### config.mk
export PLATFORM = sky130hd
export DESIGN_NAME = mips_mc_control
export DESIGN_NICKNAME = d
export VERILOG_FILES = /design/src/rtl/mips_pkg.sv /design/src/rtl/mips_mem_wait_timer.sv /design/src/rtl/mips_mc_control.sv
export SDC_FILE = /design/constraint.sdc
export NUM_CORES = 1
export LEC_CHECK = 0
export BUFFER_PORTS_ARGS = -buffer_cell sky130_fd_sc_hd__buf_2
export CORE_UTILIZATION = 55
export CTS_BUF_LIST = sky130_fd_sc_hd__clkbuf_2
export DETAILED_ROUTE_END_ITERATION = 16
export GPL_TIMING_DRIVEN = 1
export PLACE_DENSITY = 0.93
export SETUP_SLACK_MARGIN = 0.05
export SLEW_MARGIN = 20
export SYNTH_ARGS = -nofsm -noshare
export SYNTH_HDL_FRONTEND = slang
export SYNTH_SLANG_ARGS = --single-unit
### constraint.sdc
create_clock -name clk -period 1.9 [get_ports clk]
set_input_delay 0.285 -clock clk [delete_from_list [all_inputs] [get_ports clk]]
set_output_delay 0.285 -clock clk [all_outputs]
set_load 0.005 [all_outputs]
### src/rtl/mips_pkg.sv
// Shared encodings for the multi-cycle MIPS control path: opcodes, datapath
// mux selects, FSM states and trap causes.
package mips_pkg;

  localparam logic [5:0] OP_RTYPE = 6'h00;
  localparam logic [5:0] OP_LW    = 6'h23;
  localparam logic [5:0] OP_SW    = 6'h2B;
  localparam logic [5:0] OP_BEQ   = 6'h04;
  localparam logic [5:0] OP_J     = 6'h02;
  localparam logic [5:0] OP_ADDI  = 6'h08;

  localparam logic [1:0] ALUOP_ADD   = 2'd0;
  localparam logic [1:0] ALUOP_SUB   = 2'd1;
  localparam logic [1:0] ALUOP_FUNCT = 2'd2;

  localparam logic [1:0] SRCB_B     = 2'd0;
  localparam logic [1:0] SRCB_FOUR  = 2'd1;
  localparam logic [1:0] SRCB_IMM   = 2'd2;
  localparam logic [1:0] SRCB_SHIMM = 2'd3;

  localparam logic [1:0] PCSRC_ALU    = 2'd0;
  localparam logic [1:0] PCSRC_ALUOUT = 2'd1;
  localparam logic [1:0] PCSRC_JUMP   = 2'd2;

  typedef enum logic [3:0] {
    S_IDLE, S_FETCH, S_DECODE, S_REXEC, S_RWB, S_MEMADR, S_MEMRD,
    S_MEMWB, S_MEMWR, S_BEQ, S_JUMP, S_ADDIEX, S_ADDIWB, S_TRAP
  } state_e;

  typedef enum logic [1:0] {
    CAUSE_NONE    = 2'd0,
    CAUSE_ILLEGAL = 2'd1,
    CAUSE_TIMEOUT = 2'd2
  } cause_e;

endpackage

### src/rtl/mips_mem_wait_timer.sv
// Counts consecutive not-ready cycles of a memory access and flags a timeout
// once MAX_WAIT of them have elapsed and the memory is still not ready.
module mips_mem_wait_timer #(
  parameter int MAX_WAIT = 15
) (
  input  logic i_clk,
  input  logic i_rst_n,
  input  logic i_active,
  input  logic i_ready,
  output logic o_timeout
);

  localparam int CW = $clog2(MAX_WAIT + 1);

  logic [CW-1:0] r_cnt;
  logic          w_at_max;

  assign w_at_max  = (r_cnt == CW'(MAX_WAIT));
  // A ready in the limit cycle completes the access instead of trapping.
  assign o_timeout = i_active && !i_ready && w_at_max;

  always_ff @(posedge i_clk or negedge i_rst_n) begin
    if (!i_rst_n)                  r_cnt <= '0;
    else if (!i_active || i_ready) r_cnt <= '0;
    else if (!w_at_max)            r_cnt <= r_cnt + 1'b1;
  end

endmodule

### src/rtl/mips_mc_control.sv
// Multi-cycle MIPS control FSM: sequences fetch/decode/execute/memory/writeback,
// stalls on mem_ready, traps illegal opcodes and memory timeouts.
module mips_mc_control
  import mips_pkg::*;
#(
  parameter int OP_W     = 6,
  parameter int ALUOP_W  = 4,
  parameter int MAX_WAIT = 15,
  parameter int RET_W    = 32
) (
  input  logic               clk,
  input  logic               reset,
  input  logic [OP_W-1:0]    OpCode,
  input  logic               Zero,
  input  logic               mem_ready,
  output logic               PCWrite,
  output logic               PCWriteCond,
  output logic               IorD,
  output logic               MemRead,
  output logic               MemWrite,
  output logic               IRWrite,
  output logic               MemToReg,
  output logic               RegDst,
  output logic               RegWrite,
  output logic               ALUSrcA,
  output logic [1:0]         ALUSrcB,
  output logic [ALUOP_W-1:0] ALUOp,
  output logic [1:0]         PCSource,
  output logic               trap,
  output logic [1:0]         trap_cause,
  output logic [RET_W-1:0]   retired
);

  state_e            r_state, w_next;
  cause_e            r_cause, w_cause_nxt;
  logic [RET_W-1:0]  r_retired;
  logic              w_retire, w_mem_active, w_timeout;
  logic              w_unused_zero;

  // Branch qualification by Zero happens in the datapath.
  assign w_unused_zero = Zero;

  assign w_mem_active = (r_state == S_FETCH) || (r_state == S_MEMRD) ||
                        (r_state == S_MEMWR);

  mips_mem_wait_timer #(.MAX_WAIT(MAX_WAIT)) u_wait (
    .i_clk    (clk),
    .i_rst_n  (reset),
    .i_active (w_mem_active),
    .i_ready  (mem_ready),
    .o_timeout(w_timeout)
  );

  always_ff @(posedge clk or negedge reset) begin
    if (!reset) begin
      r_state   <= S_IDLE;
      r_cause   <= CAUSE_NONE;
      r_retired <= '0;
    end else begin
      r_state <= w_next;
      r_cause <= w_cause_nxt;
      if (w_retire) r_retired <= r_retired + 1'b1;
    end
  end

  always_comb begin
    w_next      = r_state;
    w_cause_nxt = r_cause;
    w_retire    = 1'b0;
    PCWrite     = 1'b0;
    PCWriteCond = 1'b0;
    IorD        = 1'b0;
    MemRead     = 1'b0;
    MemWrite    = 1'b0;
    IRWrite     = 1'b0;
    MemToReg    = 1'b0;
    RegDst      = 1'b0;
    RegWrite    = 1'b0;
    ALUSrcA     = 1'b0;
    ALUSrcB     = SRCB_B;
    ALUOp       = ALUOP_W'(ALUOP_ADD);
    PCSource    = PCSRC_ALU;
    case (r_state)
      S_IDLE: w_next = S_FETCH;
      S_FETCH: begin
        MemRead = 1'b1;
        ALUSrcB = SRCB_FOUR;
        IRWrite = mem_ready;
        PCWrite = mem_ready;
        if (mem_ready) w_next = S_DECODE;
        else if (w_timeout) begin
          w_next      = S_TRAP;
          w_cause_nxt = CAUSE_TIMEOUT;
        end
      end
      S_DECODE: begin
        ALUSrcB = SRCB_SHIMM;
        if      (OpCode == OP_W'(OP_RTYPE))                           w_next = S_REXEC;
        else if (OpCode == OP_W'(OP_LW) || OpCode == OP_W'(OP_SW))    w_next = S_MEMADR;
        else if (OpCode == OP_W'(OP_BEQ))                             w_next = S_BEQ;
        else if (OpCode == OP_W'(OP_J))                               w_next = S_JUMP;
        else if (OpCode == OP_W'(OP_ADDI))                            w_next = S_ADDIEX;
        else begin
          w_next      = S_TRAP;
          w_cause_nxt = CAUSE_ILLEGAL;
        end
      end
      S_REXEC: begin
        ALUSrcA = 1'b1;
        ALUOp   = ALUOP_W'(ALUOP_FUNCT);
        w_next  = S_RWB;
      end
      S_RWB: begin
        RegDst   = 1'b1;
        RegWrite = 1'b1;
        w_retire = 1'b1;
        w_next   = S_FETCH;
      end
      S_MEMADR: begin
        ALUSrcA = 1'b1;
        ALUSrcB = SRCB_IMM;
        w_next  = (OpCode == OP_W'(OP_LW)) ? S_MEMRD : S_MEMWR;
      end
      S_MEMRD: begin
        MemRead = 1'b1;
        IorD    = 1'b1;
        if (mem_ready) w_next = S_MEMWB;
        else if (w_timeout) begin
          w_next      = S_TRAP;
          w_cause_nxt = CAUSE_TIMEOUT;
        end
      end
      S_MEMWB: begin
        RegWrite = 1'b1;
        MemToReg = 1'b1;
        w_retire = 1'b1;
        w_next   = S_FETCH;
      end
      S_MEMWR: begin
        MemWrite = 1'b1;
        IorD     = 1'b1;
        if (mem_ready) begin
          w_retire = 1'b1;
          w_next   = S_FETCH;
        end else if (w_timeout) begin
          w_next      = S_TRAP;
          w_cause_nxt = CAUSE_TIMEOUT;
        end
      end
      S_BEQ: begin
        ALUSrcA     = 1'b1;
        ALUOp       = ALUOP_W'(ALUOP_SUB);
        PCWriteCond = 1'b1;
        PCSource    = PCSRC_ALUOUT;
        w_retire    = 1'b1;
        w_next      = S_FETCH;
      end
      S_JUMP: begin
        PCWrite  = 1'b1;
        PCSource = PCSRC_JUMP;
        w_retire = 1'b1;
        w_next   = S_FETCH;
      end
      S_ADDIEX: begin
        ALUSrcA = 1'b1;
        ALUSrcB = SRCB_IMM;
        w_next  = S_ADDIWB;
      end
      S_ADDIWB: begin
        RegWrite = 1'b1;
        w_retire = 1'b1;
        w_next   = S_FETCH;
      end
      S_TRAP:  w_next = S_TRAP;
      default: w_next = S_IDLE;
    endcase
  end

  assign trap       = (r_state == S_TRAP);
  assign trap_cause = r_cause;
  assign retired    = r_retired;

endmodule

[After elaboration in Yosys (flattened, before gate mapping)]
Cells that the tools add are included.
Operators by class
  mux-type cells: 36
  reduce and logical (&&, ||, !) cells: 20
  add/subtract/negate cells: 2
  eq/ne operators: 27
Operators by type and width (count)
  $mux 4: 9
  $pmux 4 s9: 1
  $add 32x1->32 const B: 1
  $eq 4x4->1 const B: 7
  $eq 4x3->1 const B: 4
  $mux 2: 7
  $ne 2x2->1 const B: 7
  $eq 6x6->1 const B: 2
  $pmux 2 s2: 3
  $mux 1: 10
  $mux 3: 3
  $eq 4x2->1 const B: 2
  $reduce_and 8->1: 1
  $eq 6x2->1 const B: 1
  $eq 6x3->1 const B: 1
  $eq 6x4->1 const B: 1
  $logic_not 6->1: 1
  $pmux 2 s3: 1
  $reduce_or 2->1: 3
  $reduce_or 3->1: 2
  $reduce_or 6->1: 1
  $reduce_or 5->1: 1
  $add 4x1->4 const B: 1
  $eq 4x1->1 const B: 1
  other kinds (8): 14
Word-level totals
  input port bits: 10
  flip-flop bits (word level): 42

[Longest topological paths before layout]
Gate-level depths: netlist (run 1).
  depth after elaboration: 8
  gate-level depth with buffers: 8
  depth with buffers taken out: 6

[Modules after synthesis]
From an unflattened synthesis (run 1), not the netlist that was laid out.
Second synthesis, totals
  cell total of the unflattened synthesis: 266
  area, all modules: 2476.1 µm²
By module, submodules not included
  mips_mc_control: instances 1, cells an instance 245, seq. area each 950.9 µm², area an instance 2244.7 µm²
  mips_mem_wait_timer: instances 1, cells an instance 21, seq. area each 100.1 µm², area an instance 231.5 µm²

[Worst setup path before layout (run 1)]
Ideal clock, no wire load.
  path kind: flip-flop to flip-flop
  from: register r_state[3]
  to: register r_retired[6] (netlist: retired[6])
  required time: 1.777 ns
  clock period less this slack: 1.668 ns
  data arrival time: 1.545 ns
  setup slack: 0.232 ns
  library setup time: 0.123 ns
  stages on the path, launching flop included: 8
  cell sequence: dfrtp_1 buf_6 nand2b_4 buf_6 o2bb2ai_4 o21ai_2 or3_1 xnor2_1
Between the ends
  word-level cells in the longest chain between the ends: 3
  elaborated cells on any way between the ends: 8
  classes of those cells: 6 x eq/ne; 1 x mux; 1 x reduce/logical
RTL lines
  from (decl): RTL line mips_mc_control.sv:34  | state_e r_state, w_next;
  from (signal assigned): RTL line mips_mc_control.sv:60  | r_state <= w_next;
  $eq 4x4->1 / $eq 4x3->1 (equally long branches): RTL line mips_mc_control.sv:83  | case (r_state)
  $reduce_or 5->1 (no source line)
  $pmux 1 s2 (*): RTL line mips_mc_control.sv:83
  to (signal assigned): RTL line mips_mc_control.sv:62  | if (w_retire) r_retired <= r_retired + 1'b1;
  to (decl): RTL line mips_mc_control.sv:36  | logic [RET_W-1:0] r_retired;
Mark *: on every way between the ends. The rest lies on a longest branch, timed or not.
A chain may end at the register's enable or synchronous reset.

[Final worst setup path (run 1)]
  from: register r_state[1]
  to: output ALUSrcA
Between the ends
  word-level cells in the longest chain between the ends: 3
  elaborated cells on any way between the ends: 6
  classes of those cells: 4 x eq/ne; 1 x mux; 1 x reduce/logical
RTL lines
  $eq 4x4->1 (tied with other cells): RTL line mips_mc_control.sv:83
  $reduce_or 4->1 (no source line) (*)
  $mux 1 (*): RTL line mips_mc_control.sv:83
  to (decl): RTL line mips_mc_control.sv:25  | output logic ALUSrcA,
Marked as above.

==> results.json, run 1 <==
{
  "status": "finished, violations left",
  "violations": "setup timing",
  "timing.fmax_mhz": 495,
  "slowest_stage": "dfrtp_2",
  "grt_max_degree": 43,
  "clockBufferDepth": 2,
  "mostFrequentLayoutCells": "buf_2 (59), buf_4 (36), dfrtp_1 (35), nor2_1 (22), xor2_1 (22)",
  "final_critical_path_setup_slack_ns": -0.120,
  "min_path_cells": 3,
  "grt_pass1_wl_mm": 8.83,
  "setup_viol": 13,
  "critPathLaunchType": "flip-flop",
  "ant_nets": 0,
  "ys_types": 55,
  "syn-cell-area_um2": 2440,
  "die_y_um": 68.6,
  "hp-class": "in -> reg",
  "synth-warning-count": 0,
  "grt_pass1_vias": 1928,
  "yosysSeqAreaShare": 0.431,
  "synth-edff-count": 0,
  "dr_total_vias": 2438,
  "htreeDepth": 2,
  "crit_family": "buffers and inverters",
  "finalNetCount": 372,
  "critPathMaxFanout": 5,
  "synthTopCellsByArea": "dfrtp_1 (43%), xor2_1 (7.9%), xnor2_1 (5.0%), nor2_1 (4.6%), nor3_1 (4.5%)",
  "fill_cells": 216,
  "cp_num_buf_inv": 4,
  "reg2reg_slack_ns": -0.11,
  "core_area_um2": 4120,
  "dieArea_um2": 4700,
  "num_antenna_cells": 0,
  "end_kind": "primary output",
  "start_util": 0.592,
  "syn_to_final_growth_pct": 39.2,
  "dp_hpwl_mm": 3.80,
  "timing_max_transition_violations_final": 0,
  "clkSlewWorstSetupHoldPaths_ns": 0.19,
  "dp_slack_ns": 0.000397,
  "seqCellArea_um2": 1060,
  "routed_via_density": 5.95,
  "ys_seq_elements": 42,
  "drc_errors": 0,
  "worstPathRequired_ns": 1.62,
  "layout_commonest_cell": "buf_2",
  "grt_setup_unrepaired": "yes",
  "vdd_ir_drop_max_v": 0.000810,
  "ys.flop_type": "dfrtp_1",
  "drt_first_pass_iters": 5,
  "hold_end": "r_state[1]",
  "drtIter0Drc": 181,
  "multi_input_area_um2": 1460,
  "antenna_found_initial": 0,
  "critPathKind": "reg -> out",
  "r2r-start": "r_state[0]",
  "grtUsageTotal": 0.254,
  "fin_skew_ns": 0.00719,
  "wl_mm": 7.32,
  "cts_buffers": 5,
  "total_power_mw": 3.70,
  "syn_inst": 256,
  "worstPathArrival_ns": 1.73,
  "wl_per_cell_um": 17.9,
  "synthArstFlopShare": 1.00,
  "root_buffer": "clkbuf_2",
  "cts_tree": "yes",
  "reg2reg_depth": 9,
  "power_density_nw_per_um2": 1090,
  "r2r_end": "retired[29]",
  "p_leak_nw": 1.69,
  "clock-sinks": 42,
  "finalHoldViolCount": 0,
  "tightest_slew_ns": 0.524,
  "syn_avg_cell_area_um2": 9.52,
  "io-pin-count": 63,
  "place_congestion": 0.862,
  "row_count": 23,
  "yosysTopAreaCellShare": 0.431,
  "drive_gt1_frac": 0.450,
  "maxCapViolCount": 0,
  "grt-ovfl-total": 0,
  "synth.largest_area_cell": "dfrtp_1",
  "period_needed_ns": 2.02,
  "slew_headroom": 0.651,
  "fin_crit_sh": 1.06,
  "crit_path_max_incr_delay_ns": 0.48,
  "port_buffers": 59,
  "die_w_um": 68.6,
  "min_from": "OpCode[3]",
  "path_cells": "buf_6 -> buf_4 -> buf_6 -> nor2_4 -> xor2_1 -> nor2_1 -> buf_2",
  "clock_latency_ns": 0.39,
  "cp_common_cell": "buf_6"
}
==> per-stage QoR <==
stage                     hold slack, ns  setup TNS, ns  std cells  area [um^2]   util
after global placement             0.371              0        368         2830  0.688
after floorplan                  -0.0106              0        257         2440      -
final                              0.265         -0.821        410         3390  0.824
after CTS                          0.253        -0.0546        384         3000  0.730
after detailed placement           0.377              0        368         2830  0.688
after global routing               0.224          -2.83        410         3390  0.824
==> Yosys cell counts (all sizes together) (2+ instances only) <==
cell type,count
nand2b,4
ha,2
and4,2
buf,11
o21a,3
or4,2
and2,3
inv,7
nand3b,2
or3,2
nor3,25
clkbuf,2
nor2,30
dfrtp,42
nor4,3
nand4,3
nand3,13
a21oi,3
o211ai,2
nand2,21
o21bai,3
o21ai,11
o31ai,2
xnor2,14
xor2,22
==> worst max-delay path by stage <==
| stage | startpoint | to | slack, ns | cells after the start |
|---|---|---|---|---|
| after detailed placement | retired[3] | retired[31] | 0.0004 | 5 |
| final | r_state[1] | ALUSrcA | -0.12 | 7 |
| after floorplan | r_state[3] | retired[6] | 0.23 | 7 |
| after CTS | r_state[1] | MemRead | -0.02 | 6 |
| after global routing | r_state[1] | MemRead | -0.20 | 6 |
| after global placement | retired[3] | retired[31] | 0.16 | 5 |
==> kinds of logic (layout without fill, tap and decap cells) <==
kind of cell / after synthesis / after routing / share of synthesized area
and+or+nand+nor: 118 / 118 / 0.259
DFF: 42 / 42 / 0.431
xor gates and xnor gates: 36 / 36 / 0.129
AOI/OAI and AO/OA: 34 / 35 / 0.108
buffers and inverters: 20 / 122 / 0.0483
adders and majority gates: 3 / 3 / 0.0144
muxes: 2 / 2 / 0.00873
other: 1 / 2 / 0.00154
==> registers in the layout (all words and copies together), names as in the netlist <==
signal and cells:
retired 32, r_state 4, u_wait.r_cnt 4, trap_cause 2
==> metal layers <==
layer / track usage / wire (um) / share of wire / up-vias
met2: 0.407 / 3690 / 0.50 / 150
met3: 0.0461 / 565 / 0.077 / 31
met1: 0.347 / 2790 / 0.38 / 1160
met4: 0.0755 / 280 / 0.038 / 0
li1: - / - / - / 1097
met5: 0 / 0 / 0 / -
==> worst reg2reg max path: stages, from the launching register on <==
cell	delay, ns
dfrtp_2	0.43
buf_6	0.12
buf_4	0.16
nand2_1	0.13
o2bb2ai_4	0.27
buf_4	0.17
o21ai_4	0.06
buf_12	0.17
nor3_2	0.17
xor2_1	0.26
==> final cells by class <==
type | count | area share
Tap cell | 50 | 0.0184
Multi-Input combinational cell | 196 | 0.432
Timing Repair Buffer | 108 | 0.218
Sequential cell | 42 | 0.312
Clock buffer | 7 | 0.0103
Inverter | 7 | 0.00885
==> where the power goes <==
group          internal (mW)  switching [mW]
Clock                 0.0959           0.278
Sequential              1.01           0.166
Combinational           1.12            1.03
==> timing repair <==
action / in CTS / in global routing
resized for setup: 18 / 37
hold endpoints to repair: 42 / 0
setup endpoints to repair: 14 / 43
pin swaps: 4 / 13
gates cloned: 0 / 1
hold buffers: 1 / 0
buffers inserted: 8 / 25
Note: power is estimated with default switching activity, not from simulation.
==> run 2, diff against run 1 <==
--- a/config.mk
+++ b/config.mk
@@ -10,9 +10,10 @@
 export CTS_BUF_LIST = sky130_fd_sc_hd__clkbuf_2
 export DETAILED_ROUTE_END_ITERATION = 16
 export GPL_TIMING_DRIVEN = 1
-export PLACE_DENSITY = 0.93
+export PLACE_DENSITY = 0.92
 export SETUP_SLACK_MARGIN = 0.05
 export SLEW_MARGIN = 20
 export SYNTH_ARGS = -nofsm -noshare
 export SYNTH_HDL_FRONTEND = slang
+export SYNTH_HIERARCHICAL = 1
 export SYNTH_SLANG_ARGS = --single-unit
==> run 2 against run 1 <==
The run still ends with setup timing left. Setup slack worse by 0.26 ns. First-iteration DRC count up 77%. Wire length up 25%. Final cell count up 3.7%. Combinational power up 18%. Critical path depth up 3. Register-to-register slack worse by 0.27 ns.
==> results.json, run 2 <==
{
  "status": "finished, violations left",
  "violations": "setup timing",
  "ys_types": 53,
  "timing_max_transition_violations_final": 0,
  "ys.flop_type": "dfrtp_1",
  "grt_pass1_wl_mm": 12.9,
  "grt_max_degree": 43,
  "die_w_um": 69.1,
  "ant_nets": 0,
  "critPathMaxFanout": 2,
  "grtUsageTotal": 0.345,
  "period_needed_ns": 2.28,
  "start_util": 0.569,
  "final_critical_path_setup_slack_ns": -0.381,
  "ys_seq_elements": 42,
  "drtIter0Drc": 320,
  "internal_power_mw": 2.32,
  "clockBufferDepth": 2,
  "drt_first_pass_iters": 5,
  "fin_skew_ns": 0.0262,
  "yosysTopAreaCellShare": 0.424,
  "fill_cells": 209,
  "path_cells": "xnor2_2 -> or3_4 -> o21ai_2 -> nand2b_1 -> and2b_2 -> buf_4 -> buf_6 -> o21ai_1 -> a21oi_1 -> a22o_1",
  "synth-warning-count": 6,
  "place_area_um2": 3030,
  "die_y_um": 69.1,
  "synthTopCellsByArea": "dfrtp_1 (42%), xnor2_1 (9.2%), nor2_1 (4.2%), nand4_1 (3.5%), nand3_1 (3.0%)",
  "drive_gt1_frac": 0.488,
  "slowest_stage": "dfrtp_1",
  "slew_headroom": 0.627,
  "vdd_ir_drop_max_v": 0.000679,
  "tightest_slew_ns": 0.555,
  "syn_to_final_growth_pct": 47.0,
  "drc_errors": 0,
  "seqCellArea_um2": 1050,
  "htreeDepth": 2,
  "hp-class": "in -> reg",
  "end_kind": "flip-flop",
  "clockPowerShare": 0.090,
  "netSwitchingFraction": 0.428,
  "antenna_found_initial": 0,
  "layout_commonest_cell": "buf_2",
  "fin_tns_setup_ns": -11.21,
  "place_congestion": 0.879,
  "clkSlewWorstSetupHoldPaths_ns": 0.18,
  "crit_path_max_incr_delay_ns": 0.46,
  "maxCapViolCount": 0,
  "syn_avg_cell_area_um2": 9.31,
  "io-pin-count": 63,
  "dp_hpwl_mm": 4.54,
  "fin_crit_sh": 1.20,
  "mostFrequentLayoutCells": "buf_2 (59), dfrtp_1 (42), buf_4 (36), xnor2_1 (20), nor2_1 (19)",
  "syn_inst": 266,
  "critPathLaunchType": "flip-flop",
  "yosysMostFrequentCell": "dfrtp_1",
  "wl_mm": 9.12,
  "port_buffers": 59,
  "dr_total_vias": 2753,
  "synth-edff-count": 0,
  "finalHoldViolCount": 0,
  "wl_per_cell_um": 21.5,
  "root_buffer": "clkbuf_2",
  "yosysSeqAreaShare": 0.424,
  "worstPathArrival_ns": 2.64,
  "grt-ovfl-total": 0,
  "power_density_nw_per_um2": 1110,
  "clock_latency_ns": 0.43,
  "row_count": 24,
  "num_antenna_cells": 0,
  "multi_input_area_um2": 1680,
  "p_sw_mw": 1.73,
  "finalNetCount": 386,
  "clock-sinks": 42,
  "dieArea_um2": 4770,
  "critPathKind": "reg -> reg",
  "synth.largest_area_cell": "dfrtp_1",
  "timing.fmax_mhz": 438,
  "setup_viol": 52,
  "cts_tree": "yes",
  "grt_pass1_vias": 2653,
  "core_area_um2": 4350,
  "synthArstFlopShare": 1.00,
  "reg2reg_slack_ns": -0.38,
  "p_leak_nw": 1.84,
  "worstPathRequired_ns": 2.26,
  "syn-cell-area_um2": 2480,
  "p_comb_frac": 0.624,
  "fin_area_um2": 3640,
  "routed_via_density": 6.48,
  "cts_buffers": 5,
  "p_seq_frac": 0.286,
  "largest_reg_flops": 32,
  "synthTopCellsByCount": "dfrtp_1 (42), nor2_1 (28), xnor2_1 (26), nand2_1 (19), nand3_1 (15)",
  "grt_setup_unrepaired": "yes"
}
==> run 2: cell types whose count changed in the layout (fill, tap and decap cells not counted), moves of 7 or more <==
| cell | delta |
|---|---|
| dfrtp_1 | +7 |
| nand4_1 | +12 |
| xor2_1 | -17 |
| nand2_1 | -10 |
| dfrtp_2 | -7 |
==> run 2: kinds of logic (layout without fill, tap and decap cells) <==
group,count (synthesis),after routing,share of synthesized area
AND/OR/NAND/NOR,132,132,0.293
flip-flops,42,42,0.424
AO/OA/AOI/OAI,35,35,0.101
XOR/XNOR,32,32,0.113
buffers and inverters,17,123,0.0349
multiplexers,4,4,0.0187
adder cells (fa/ha/maj),3,3,0.0141
other,1,2,0.00151
==> run 2: power groups by stage <==
stage	Combinational (mW)	Sequential, mW	Clock [mW]
floorplan	0.908	1.16	0
global placement	1.52	1.13	0
detailed placement	1.60	1.14	0
CTS	2.15	1.13	0.351
global route	2.60	1.17	0.396
finish	2.53	1.16	0.363
==> run 2: repair_timing <==
action / in CTS / in global routing
hold buffers: 1 / 0
gates cloned: 2 / 0
setup buffers: 17 / 3
resized for setup: 45 / 48
pin swaps: 15 / 19
endpoints found under the hold margin: 42 / 0
setup endpoints to repair: 49 / 55
==> run 2: worst paths after layout <==
path,end,startpoint,cells after the start
setup / recovery,r_state[0],r_state[3],10
hold / removal,trap_cause[1],OpCode[4],4
setup reg to reg,r_state[0],r_state[3],10
hold reg to reg,retired[31],retired[31],1
max in group asynchronous,r_state[1],reset,3
min in group asynchronous,retired[13],reset,3
==> run 2: cell type report <==
class | count | share of cell area
multi-input cells | 208 | 0.462
well taps | 52 | 0.0179
repair buffers | 114 | 0.221
clock buffers | 5 | 0.00688
clock inverters | 1 | 0.00103
inverters | 3 | 0.00309
flip-flops and latches | 42 | 0.289
==> run 2: metrics by stage <==
stage	hold WS, ns	setup slack (ns)	total power [mW]	instances	utilization
6_report	0.220	-0.381	4.05	425	0.836
3_5_place_dp	0.279	-0.235	2.74	397	0.697
3_3_place_gp	0.270	-0.143	2.65	397	0.697
5_1_grt	0.211	-0.387	4.17	425	0.836
2_1_floorplan	-0.0106	-0.379	2.07	267	-
4_1_cts	0.221	-0.234	3.63	423	0.787
==> run 2: routing by layer <==
layer,vias up,wire [um],global-route usage
li1,1156,-,-
met1,1325,3450,0.418
met2,214,4190,0.534
met3,58,874,0.0789
met4,0,607,0.259
met5,-,0,0
==> run 2: critical path: cells and delay by family, from the launching register on <==
family | cells | cell delay (ns)
AO/OA/AOI/OAI | 4 | 0.63
XOR/XNOR | 1 | 0.16
buffers and inverters | 2 | 0.23
flip-flops | 1 | 0.46
AND/OR/NAND/NOR | 3 | 0.74
